<file path="config.mk">
export PLATFORM = sky130hd
export DESIGN_NAME = instr_encoder
export DESIGN_NICKNAME = d
export VERILOG_FILES = /design/src/rtl/instr_encoder_pkg.sv /design/src/rtl/instr_encoder_pack.sv /design/src/rtl/instr_encoder.sv
export SDC_FILE = /design/constraint.sdc
export NUM_CORES = 1
export LEC_CHECK = 0
export CAP_MARGIN = 25
export CORE_AREA = 2 2 118 120
export CTS_CLUSTER_DIAMETER = 60
export DETAILED_ROUTE_END_ITERATION = 8
export DIE_AREA = 0 0 120 122
export PLACE_DENSITY = 0.66
export SLEW_MARGIN = 20
export SYNTH_ARGS = -nofsm -noshare
export SYNTH_HDL_FRONTEND = slang
export SYNTH_SLANG_ARGS = --single-unit
</file>
<file path="constraint.sdc">
create_clock -name clk -period 2.6 [get_ports clk]
set_input_delay 0.52 -clock clk [delete_from_list [all_inputs] [get_ports clk]]
set_output_delay 0.52 -clock clk [all_outputs]
set_load 0.03 [all_outputs]
</file>
<file path="src/rtl/instr_encoder_pkg.sv">
// Shared types and constants for the instruction encoder.
//   enc_fmt_t     : descriptor format code carried on in_fmt
//   enc_desc_t    : registered descriptor (stage 1 contents)
//   OPCODE_*      : 3-bit major opcodes placed in word[31:29]
//   FUNCT3_*      : minor opcodes for the memory and branch groups
//   IMM_W_*       : signed immediate field widths checked when range checking is enabled
//   FUNCT4_*_MAX  : highest defined function code per format
package instr_encoder_pkg;

  typedef enum logic [3:0] {
    FmtR    = 4'd0,
    FmtI    = 4'd1,
    FmtF    = 4'd2,
    FmtLw   = 4'd3,
    FmtSw   = 4'd4,
    FmtFlw  = 4'd5,
    FmtFsw  = 4'd6,
    FmtUp   = 4'd7,
    FmtJal  = 4'd8,
    FmtBeqz = 4'd9,
    FmtHalt = 4'd10
  } enc_fmt_t;

  typedef enum logic [1:0] {StIdle, StRun, StDone} enc_state_t;

  typedef struct packed {
    logic [3:0]  fmt;
    logic [3:0]  funct4;
    logic [4:0]  rd;
    logic [4:0]  rs1;
    logic [4:0]  rs2;
    logic [31:0] imm;
    logic        scalar;
  } enc_desc_t;

  localparam logic [2:0] OPCODE_R    = 3'd0;
  localparam logic [2:0] OPCODE_I    = 3'd1;
  localparam logic [2:0] OPCODE_F    = 3'd2;
  localparam logic [2:0] OPCODE_MEM  = 3'd3;
  localparam logic [2:0] OPCODE_UP   = 3'd4;
  localparam logic [2:0] OPCODE_BR   = 3'd5;
  localparam logic [2:0] OPCODE_HALT = 3'd7;

  localparam logic [2:0] FUNCT3_LW   = 3'b000;
  localparam logic [2:0] FUNCT3_SW   = 3'b001;
  localparam logic [2:0] FUNCT3_FLW  = 3'b010;
  localparam logic [2:0] FUNCT3_FSW  = 3'b011;
  localparam logic [2:0] FUNCT3_JAL  = 3'b000;
  localparam logic [2:0] FUNCT3_BEQZ = 3'b001;

  localparam int IMM_W_I   = 14;
  localparam int IMM_W_MEM = 15;
  localparam int IMM_W_BR  = 18;
  localparam int IMM_W_JAL = 28;

  localparam logic [3:0] FUNCT4_R_MAX = 4'd9;
  localparam logic [3:0] FUNCT4_I_MAX = 4'd8;
  localparam logic [3:0] FUNCT4_F_MAX = 4'd5;

  // True when imm is representable as a width-bit two's complement value.
  function automatic logic imm_fits(input logic [31:0] imm, input int width);
    logic signed [31:0] sh;
    sh = $signed(imm) >>> (width - 1);
    return (sh == '0) || (sh == '1);
  endfunction

endpackage

</file>
<file path="src/rtl/instr_encoder_pack.sv">
// Combinational descriptor-to-word packer.
//   fmt_i/funct4_i/rd_i/rs1_i/rs2_i/imm_i/scalar_i : descriptor fields
//   word_o   : packed 32-bit instruction (fields ORed together, unused bits 0)
//   reject_o : descriptor cannot be encoded; word_o must not be written
// Build option INSTR_ENCODER_RANGE_CHECK_EN adds immediate range/alignment and
// function-code checks; without it only an undefined format is rejected.
module instr_pack
  import instr_encoder_pkg::*;
(
  input  logic [3:0]  fmt_i,
  input  logic [3:0]  funct4_i,
  input  logic [4:0]  rd_i,
  input  logic [4:0]  rs1_i,
  input  logic [4:0]  rs2_i,
  input  logic [31:0] imm_i,
  input  logic        scalar_i,
  output logic [31:0] word_o,
  output logic        reject_o
);

  logic fmt_bad;
  logic range_bad;

  always_comb begin
    word_o  = '0;
    fmt_bad = 1'b0;
    case (fmt_i)
      FmtR: word_o = {OPCODE_R, 29'd0} | 32'(rd_i) | (32'(rs1_i) << 5) | (32'(funct4_i) << 10)
                   | (32'(rs2_i) << 14) | (32'(scalar_i) << 28);
      FmtI: word_o = {OPCODE_I, 29'd0} | 32'(rd_i) | (32'(rs1_i) << 5) | (32'(funct4_i) << 10)
                   | (32'(imm_i[13:0]) << 14) | (32'(scalar_i) << 28);
      FmtF: word_o = {OPCODE_F, 29'd0} | 32'(rd_i) | (32'(rs1_i) << 5) | (32'(funct4_i) << 10)
                   | (32'(scalar_i) << 28);
      FmtLw, FmtFlw: word_o = {OPCODE_MEM, 29'd0}
                   | (32'((fmt_i == FmtFlw) ? FUNCT3_FLW : FUNCT3_LW) << 12)
                   | 32'(rd_i) | (32'(rs1_i) << 5) | (32'(imm_i[14:0]) << 14)
                   | (32'(scalar_i) << 13);
      FmtSw, FmtFsw: word_o = {OPCODE_MEM, 29'd0}
                   | (32'((fmt_i == FmtFsw) ? FUNCT3_FSW : FUNCT3_SW) << 12)
                   | (32'(rs1_i) << 5) | (32'(rs2_i) << 14) | (32'(imm_i[14:5]) << 19)
                   | 32'(imm_i[4:0]) | (32'(scalar_i) << 13);
      FmtUp: word_o = {OPCODE_UP, 29'd0} | 32'(rd_i) | (32'(imm_i[31:12]) << 9)
                   | (32'(scalar_i) << 5);
      FmtJal: word_o = {OPCODE_BR, 29'd0} | (32'(FUNCT3_JAL) << 12)
                   | (32'(imm_i[27:12]) << 13) | 32'(imm_i[11:2]);
      FmtBeqz: word_o = {OPCODE_BR, 29'd0} | (32'(FUNCT3_BEQZ) << 12) | (32'(rs1_i) << 5)
                   | (32'(rs2_i) << 14) | (32'(imm_i[17:8]) << 19) | (32'(imm_i[7]) << 13)
                   | 32'(imm_i[6:2]);
      FmtHalt: word_o = {OPCODE_HALT, 29'd0};
      default: fmt_bad = 1'b1;
    endcase
  end

`ifdef INSTR_ENCODER_RANGE_CHECK_EN
  always_comb begin
    range_bad = 1'b0;
    case (fmt_i)
      FmtR:    range_bad = funct4_i > FUNCT4_R_MAX;
      FmtI:    range_bad = !imm_fits(imm_i, IMM_W_I) || (funct4_i > FUNCT4_I_MAX);
      FmtF:    range_bad = funct4_i > FUNCT4_F_MAX;
      FmtLw, FmtSw, FmtFlw, FmtFsw: range_bad = !imm_fits(imm_i, IMM_W_MEM);
      FmtUp:   range_bad = imm_i[11:0] != 12'd0;
      FmtJal:  range_bad = !imm_fits(imm_i, IMM_W_JAL) || (imm_i[1:0] != 2'b00);
      FmtBeqz: range_bad = !imm_fits(imm_i, IMM_W_BR) || (imm_i[1:0] != 2'b00);
      default: range_bad = 1'b0;
    endcase
  end
`else
  assign range_bad = 1'b0;
`endif

  assign reject_o = fmt_bad | range_bad;

endmodule

</file>
<file path="src/rtl/instr_encoder.sv">
// Instruction encoder: accepts descriptors, packs them into 32-bit words and
// writes them to consecutive instruction-memory addresses.
//   clk, reset (async, active low)
//   start/base_addr        : begin a program (ignored while running)
//   in_valid/in_ready/in_* : descriptor handshake
//   mem_we/mem_ready/mem_addr/mem_wdata : memory write handshake
//   busy, done (pulse), err (sticky), err_cnt (saturating)
// Pipeline: stage 1 holds the accepted descriptor, stage 2 holds the packed
// word and write strobe. Build option INSTR_ENCODER_RANGE_CHECK_EN enables
// stricter descriptor rejection inside instr_pack.
module instr_encoder
  import instr_encoder_pkg::*;
#(
  parameter int unsigned ADDR_W    = 8,
  parameter int unsigned ERR_CNT_W = 8
) (
  input  logic                 clk,
  input  logic                 reset,
  input  logic                 start,
  input  logic [ADDR_W-1:0]    base_addr,
  input  logic                 in_valid,
  output logic                 in_ready,
  input  logic [3:0]           in_fmt,
  input  logic [3:0]           in_funct4,
  input  logic [4:0]           in_rd,
  input  logic [4:0]           in_rs1,
  input  logic [4:0]           in_rs2,
  input  logic [31:0]          in_imm,
  input  logic                 in_scalar,
  output logic                 mem_we,
  input  logic                 mem_ready,
  output logic [ADDR_W-1:0]    mem_addr,
  output logic [31:0]          mem_wdata,
  output logic                 busy,
  output logic                 done,
  output logic                 err,
  output logic [ERR_CNT_W-1:0] err_cnt
);

  enc_state_t            state_q, state_d;
  logic                  halt_seen_q, halt_seen_d;
  logic                  s1_valid_q, s1_valid_d;
  enc_desc_t             s1_q, s1_d;
  logic                  mem_we_q, mem_we_d;
  logic [31:0]           mem_wdata_q, mem_wdata_d;
  logic                  s2_halt_q, s2_halt_d;
  logic [ADDR_W-1:0]     mem_addr_q, mem_addr_d;
  logic                  err_q, err_d;
  logic [ERR_CNT_W-1:0]  err_cnt_q, err_cnt_d;
  logic                  done_q, done_d;

  enc_desc_t   in_desc;
  logic [31:0] pack_word;
  logic        pack_reject;
  logic        s2_free, s1_adv, accept, wr_fire, s1_is_halt;

  assign in_desc = '{fmt: in_fmt, funct4: in_funct4, rd: in_rd, rs1: in_rs1, rs2: in_rs2,
                     imm: in_imm, scalar: in_scalar};

  instr_pack u_pack (
    .fmt_i    (s1_q.fmt),
    .funct4_i (s1_q.funct4),
    .rd_i     (s1_q.rd),
    .rs1_i    (s1_q.rs1),
    .rs2_i    (s1_q.rs2),
    .imm_i    (s1_q.imm),
    .scalar_i (s1_q.scalar),
    .word_o   (pack_word),
    .reject_o (pack_reject)
  );

  // Stage 2 can take a new word when empty or when its write completes now.
  assign s2_free    = ~mem_we_q | mem_ready;
  assign s1_adv     = s1_valid_q & s2_free;
  assign in_ready   = (state_q == StRun) & ~halt_seen_q & (~s1_valid_q | s1_adv);
  assign accept     = in_valid & in_ready;
  assign wr_fire    = mem_we_q & mem_ready;
  assign s1_is_halt = (s1_q.fmt == FmtHalt);

  always_comb begin
    state_d     = state_q;
    halt_seen_d = halt_seen_q;
    s1_valid_d  = s1_valid_q;
    s1_d        = s1_q;
    mem_we_d    = mem_we_q;
    mem_wdata_d = mem_wdata_q;
    s2_halt_d   = s2_halt_q;
    mem_addr_d  = mem_addr_q;
    err_d       = err_q;
    err_cnt_d   = err_cnt_q;
    done_d      = 1'b0;

    if (accept) begin
      s1_d       = in_desc;
      s1_valid_d = 1'b1;
      if (in_fmt == FmtHalt) halt_seen_d = 1'b1;
    end else if (s1_adv) begin
      s1_valid_d = 1'b0;
    end

    if (s2_free) begin
      mem_we_d  = s1_adv & ~pack_reject;
      s2_halt_d = s1_adv & ~pack_reject & s1_is_halt;
      if (s1_adv && !pack_reject) mem_wdata_d = pack_word;
    end

    if (s1_adv && pack_reject) begin
      err_d = 1'b1;
      if (err_cnt_q != '1) err_cnt_d = err_cnt_q + ERR_CNT_W'(1);
      // A HALT that cannot be written still terminates the program.
      if (s1_is_halt) begin
        state_d = StDone;
        done_d  = 1'b1;
      end
    end

    if (wr_fire) begin
      mem_addr_d = mem_addr_q + ADDR_W'(1);
      if (s2_halt_q) begin
        state_d = StDone;
        done_d  = 1'b1;
      end
    end

    if (start && state_q != StRun) begin
      state_d     = StRun;
      mem_addr_d  = base_addr;
      err_d       = 1'b0;
      err_cnt_d   = '0;
      halt_seen_d = 1'b0;
    end
  end

  always_ff @(posedge clk or negedge reset) begin
    if (!reset) begin
      state_q     <= StIdle;
      halt_seen_q <= 1'b0;
      s1_valid_q  <= 1'b0;
      s1_q        <= '0;
      mem_we_q    <= 1'b0;
      mem_wdata_q <= '0;
      s2_halt_q   <= 1'b0;
      mem_addr_q  <= '0;
      err_q       <= 1'b0;
      err_cnt_q   <= '0;
      done_q      <= 1'b0;
    end else begin
      state_q     <= state_d;
      halt_seen_q <= halt_seen_d;
      s1_valid_q  <= s1_valid_d;
      s1_q        <= s1_d;
      mem_we_q    <= mem_we_d;
      mem_wdata_q <= mem_wdata_d;
      s2_halt_q   <= s2_halt_d;
      mem_addr_q  <= mem_addr_d;
      err_q       <= err_d;
      err_cnt_q   <= err_cnt_d;
      done_q      <= done_d;
    end
  end

  assign mem_we    = mem_we_q;
  assign mem_wdata = mem_wdata_q;
  assign mem_addr  = mem_addr_q;
  assign busy      = (state_q != StIdle);
  assign done      = done_q;
  assign err       = err_q;
  assign err_cnt   = err_cnt_q;

endmodule

</file>
==> impl_metrics.prom <==
# TYPE chip_impl_metric gauge
chip_impl_metric{name="finalHoldViolations",unit=""} 0
chip_impl_info{name="worst_r2r_endpoint",value="mem_wdata[21]"} 1
chip_impl_info{name="synth.area.top_cells",value="sky130_fd_sc_hd__dfrtp_1 (53%), sky130_fd_sc_hd__mux2_2 (16%), sky130_fd_sc_hd__nand2_1 (3.2%)"} 1
chip_impl_metric{name="wirelength",unit="um"} 13600
chip_impl_metric{name="cts_max_path_buffers",unit=""} 2
chip_impl_metric{name="synth_compound_gate_area_share",unit=""} 0.142
chip_impl_metric{name="mapped_cell_area",unit="sq mm"} 0.00526
chip_impl_metric{name="syn2layout_area_growth",unit="%"} 34.0
chip_impl_metric{name="synth.yosys.seq_area_share",unit=""} 0.533
chip_impl_metric{name="synth_adder_area_share",unit=""} 0.00476
chip_impl_metric{name="power.density",unit="mW/mm^2"} 1350
chip_impl_metric{name="max-cap-violations",unit=""} 0
chip_impl_metric{name="layout_min_cycle_time",unit="ps"} 2160
chip_impl_info{name="cts_tree",value="done"} 1
chip_impl_metric{name="htree_num_levels",unit=""} 3
chip_impl_metric{name="rr_worst_depth",unit=""} 4
chip_impl_metric{name="floorplan.core_area",unit="sq mm"} 0.0135
chip_impl_metric{name="peakVddDrop",unit="mV"} 0.576
chip_impl_metric{name="share_of_post_route_cells_with_drive_strength_above_1",unit=""} 0.201
chip_impl_metric{name="cts.repair.resized",unit=""} 0
chip_impl_metric{name="ys_types",unit=""} 50
chip_impl_metric{name="p_int",unit="mW"} 5.66
chip_impl_metric{name="slew_headroom",unit=""} 0.463
chip_impl_metric{name="total_power_consumption_of_the_routed_design",unit="mW"} 9.49
chip_impl_metric{name="die_height",unit="um"} 122
chip_impl_metric{name="antenna_found_initial",unit=""} 0
chip_impl_info{name="cts.root.buffer_cell",value="sky130_fd_sc_hd__clkbuf_16"} 1
chip_impl_metric{name="cts.sinks",unit=""} 112
chip_impl_metric{name="reg2reg_slack",unit="ps"} 530
chip_impl_metric{name="routed_via_density",unit=""} 5.44
chip_impl_metric{name="setup_tns",unit="ps"} 0
chip_impl_metric{name="io_buffer_count",unit=""} 121
chip_impl_info{name="rsz_0062_raised_after_global_routing",value="no"} 1
chip_impl_info{name="synth_top_cell_by_area",value="sky130_fd_sc_hd__dfrtp_1"} 1
chip_impl_metric{name="nFillCells",unit=""} 1210
chip_impl_metric{name="power.share.switching",unit=""} 0.403
chip_impl_metric{name="clockPowerShare",unit=""} 0.157
chip_impl_metric{name="fp-row-count",unit=""} 43
chip_impl_metric{name="via_count_of_the_first_global_routing_pass",unit=""} 4109
chip_impl_info{name="hold_path.class",value="input pin to async pin"} 1
chip_impl_metric{name="clk_pin_slew_worst_paths",unit="ps"} 70
chip_impl_metric{name="wl_per_cell",unit="um"} 17.9
chip_impl_info{name="cp_slowest_cell",value="sky130_fd_sc_hd__clkdlybuf4s50_1"} 1
chip_impl_metric{name="yosys.area_share.simple",unit=""} 0.103
chip_impl_metric{name="hold-worst-slack",unit="ps"} 13.1
chip_impl_metric{name="io_pins",unit=""} 122
chip_impl_info{name="synthFlopType",value="sky130_fd_sc_hd__dfrtp_1"} 1
chip_impl_metric{name="final_antenna_net_count",unit=""} 0
chip_impl_metric{name="maxClockFrequency",unit="MHz"} 464
chip_impl_metric{name="ys_ff_latch",unit=""} 112
chip_impl_metric{name="antenna_cells_inserted",unit=""} 0
chip_impl_metric{name="yosys.area.top_type_share",unit=""} 0.533
chip_impl_metric{name="post_synth_mux_area_share",unit=""} 0.170
chip_impl_metric{name="timing.critical_path.required",unit="ps"} 2080
chip_impl_metric{name="post_cts_buffers",unit=""} 0
chip_impl_metric{name="critical_path_max_stage_delay",unit="ps"} 490
chip_impl_info{name="combinational_family_with_the_most_area_after_synthesis",value="multiplexers"} 1
chip_impl_metric{name="route.vias.total",unit=""} 4150
chip_impl_metric{name="cts_inserted_buffers",unit=""} 9
chip_impl_metric{name="synth-edff-count",unit=""} 0
chip_impl_metric{name="leakage",unit="nW"} 2.88
chip_impl_metric{name="drt_pass1_iterations",unit=""} 6
chip_impl_metric{name="gp_congestion",unit=""} 0.864
chip_impl_info{name="cp_capture_type",value="output pin"} 1
chip_impl_metric{name="die_width",unit="um"} 120
chip_impl_metric{name="report.final.slew_viol_count",unit=""} 0
chip_impl_metric{name="power_frac_comb",unit=""} 0.485
chip_impl_metric{name="pin_slew_with_the_least_headroom_to_its_limit",unit="ps"} 799
chip_impl_metric{name="clock_insertion_delay_worst_skew",unit="ps"} 350
chip_impl_metric{name="sequentialPowerShare",unit=""} 0.358
chip_impl_metric{name="setup_viol",unit=""} 0
chip_impl_metric{name="cts.hold.buffers_added",unit=""} 0
chip_impl_metric{name="finalClockSkew",unit="ps"} 7.82
chip_impl_metric{name="critical_path_arrival",unit="ps"} 1640
chip_impl_metric{name="synthXorXnorAreaFrac",unit=""} 0.0117
chip_impl_info{name="status",value="complete, no violations"} 1
chip_impl_metric{name="timing.final.crit_share",unit=""} 0.829
chip_impl_metric{name="place_hpwl",unit="um"} 9920
chip_impl_metric{name="net_count_of_the_finished_layout",unit=""} 649
chip_impl_metric{name="initial_utilization",unit=""} 0.389
chip_impl_metric{name="grt_first_pass_wirelength",unit="um"} 21600
chip_impl_metric{name="grt_util_all_layers",unit=""} 0.190
chip_impl_metric{name="post_synth_inst_count",unit=""} 461
chip_impl_metric{name="mappedNetlistNets",unit=""} 532
chip_impl_metric{name="remaining_drc_errors",unit=""} 0
chip_impl_metric{name="yosys_warnings",unit=""} 0
chip_impl_metric{name="drtIter0Drc",unit=""} 433
chip_impl_info{name="worst_r2r_startpoint",value="s1_q[54]"} 1
chip_impl_metric{name="synth_area_per_cell",unit="sq um"} 11.4
chip_impl_info{name="critPathLaunchType",value="input pin"} 1
chip_impl_metric{name="timing.critical_path.fanout_max",unit=""} 3
chip_impl_metric{name="switching_power",unit="mW"} 3.83
chip_impl_metric{name="dieArea",unit="sq mm"} 0.0146
chip_impl_metric{name="global_route.overflow_total",unit=""} 0
chip_impl_info{name="critical_path.cell_chain",value="clkdlybuf4s50_1 > nor2b_1 > a211oi_2 > buf_4"} 1
chip_impl_metric{name="maximum_number_of_pins_on_one_net_before_global_route_repair",unit=""} 62
chip_impl_info{name="critPathKind",value="input pin to output pin"} 1
chip_impl_metric{name="asyncSetResetFlopFracSynth",unit=""} 1.00
## kinds of logic (layout without fill, tap and decap cells)
| logic type | count (synthesis) | after routing |
|---|---|---|
| flip-flops | 112 | 112 |
| XOR/XNOR | 7 | 7 |
| AND/OR/NAND/NOR | 116 | 116 |
| buffers and inverters | 41 | 163 |
| AO/OA/AOI/OAI | 103 | 103 |
| multiplexers | 80 | 80 |
| adder cells (fa/ha/maj) | 2 | 2 |
## layer usage
metal  vias to the layer above  track usage  routed length, um
met4                         0       0.0390                129
met2                       152        0.324               6770
met5                         -            0                  0
met3                        14       0.0487                805
met1                      2050        0.246               5920
li1                       1934            -                  -
## metrics by stage
stage                     cells  cell area, sq um  utilization  setup WS, ps
after floorplan             461              5260            -           290
after global placement      747              6720        0.498           333
after detailed placement    747              6720        0.498           322
after CTS                   763              7040        0.522           439
after global routing        763              7040        0.522           379
final                       763              7040        0.522           444
## power by group through the flow
stage                     clock network (mW)  registers [mW]  logic [mW]
after floorplan                            0            3.69        2.59
after global placement                     0            3.38        4.52
after detailed placement                   0            3.41        4.61
after CTS                               1.52            3.38        4.63
after global routing                    1.58            3.49        4.99
final                                   1.49            3.40        4.60
## sequential cells by signal, indices dropped and copies added, names as in the netlist
name / cells
s1_valid_q: 1
state_q: 2
s2_halt_q: 1
mem_wdata: 32
err_cnt: 8
s1_q: 56
mem_addr: 8
err: 1
mem_we: 1
done: 1
halt_seen_q: 1
## worst max path at each step
stage	startpoint	end	slack [ps]
after floorplan	mem_we	s1_q[21]	290
final	mem_ready	in_ready	440
after global placement	mem_ready	err_cnt[3]	330
after detailed placement	mem_ready	err_cnt[5]	320
after global routing	mem_ready	in_ready	380
after CTS	state_q[0]	busy	440
## cells in the final DEF, fill, tap and decap left out, drive strengths merged, types with 9 or more instances in the layout
master	Yosys	layout
clkdlybuf4s50	0	119
dfrtp	112	112
mux2	75	75
nand2	45	45
o21ai	30	30
nor2	28	28
buf	13	19
a222oi	15	15
a21oi	14	14
clkbuf	19	10
inv	9	9
nor3	9	9
## critical path, delay by kind of cell
kind / cells / cell delay [ps]
and+or+nand+nor: 1 / 80
buffers and inverters: 2 / 720
AOI/OAI and AO/OA: 1 / 310
## final cells by class
class                      instances  area, sq um  share of cell area
clock buffer                      10          239              0.0339
clock inverter                     6         82.6              0.0117
inverter                           9         33.8             0.00480
multi-input combinational        308         2280               0.323
sequential                       112         2800               0.398
tap                              180          225              0.0320
timing repair buffer             138         1380               0.196
## cells in the mapped netlist (4+ instances only)
library cell               instances
sky130_fd_sc_hd__a21oi_1          14
sky130_fd_sc_hd__a221oi_1          8
sky130_fd_sc_hd__a222oi_1         15
sky130_fd_sc_hd__a22oi_1           4
sky130_fd_sc_hd__a32o_1            5
sky130_fd_sc_hd__and3_1            5
sky130_fd_sc_hd__buf_2            11
sky130_fd_sc_hd__clkbuf_1         18
sky130_fd_sc_hd__dfrtp_1         112
sky130_fd_sc_hd__inv_1             9
sky130_fd_sc_hd__mux2_2           75
sky130_fd_sc_hd__mux2i_1           5
sky130_fd_sc_hd__nand2_1          45
sky130_fd_sc_hd__nand2b_1          7
sky130_fd_sc_hd__nand3_1           6
sky130_fd_sc_hd__nor2_1           28
sky130_fd_sc_hd__nor3_1            9
sky130_fd_sc_hd__o211ai_1          5
sky130_fd_sc_hd__o21ai_0          30
sky130_fd_sc_hd__xnor2_1           5
No activity file was read; power rests on OpenSTA's default activity.
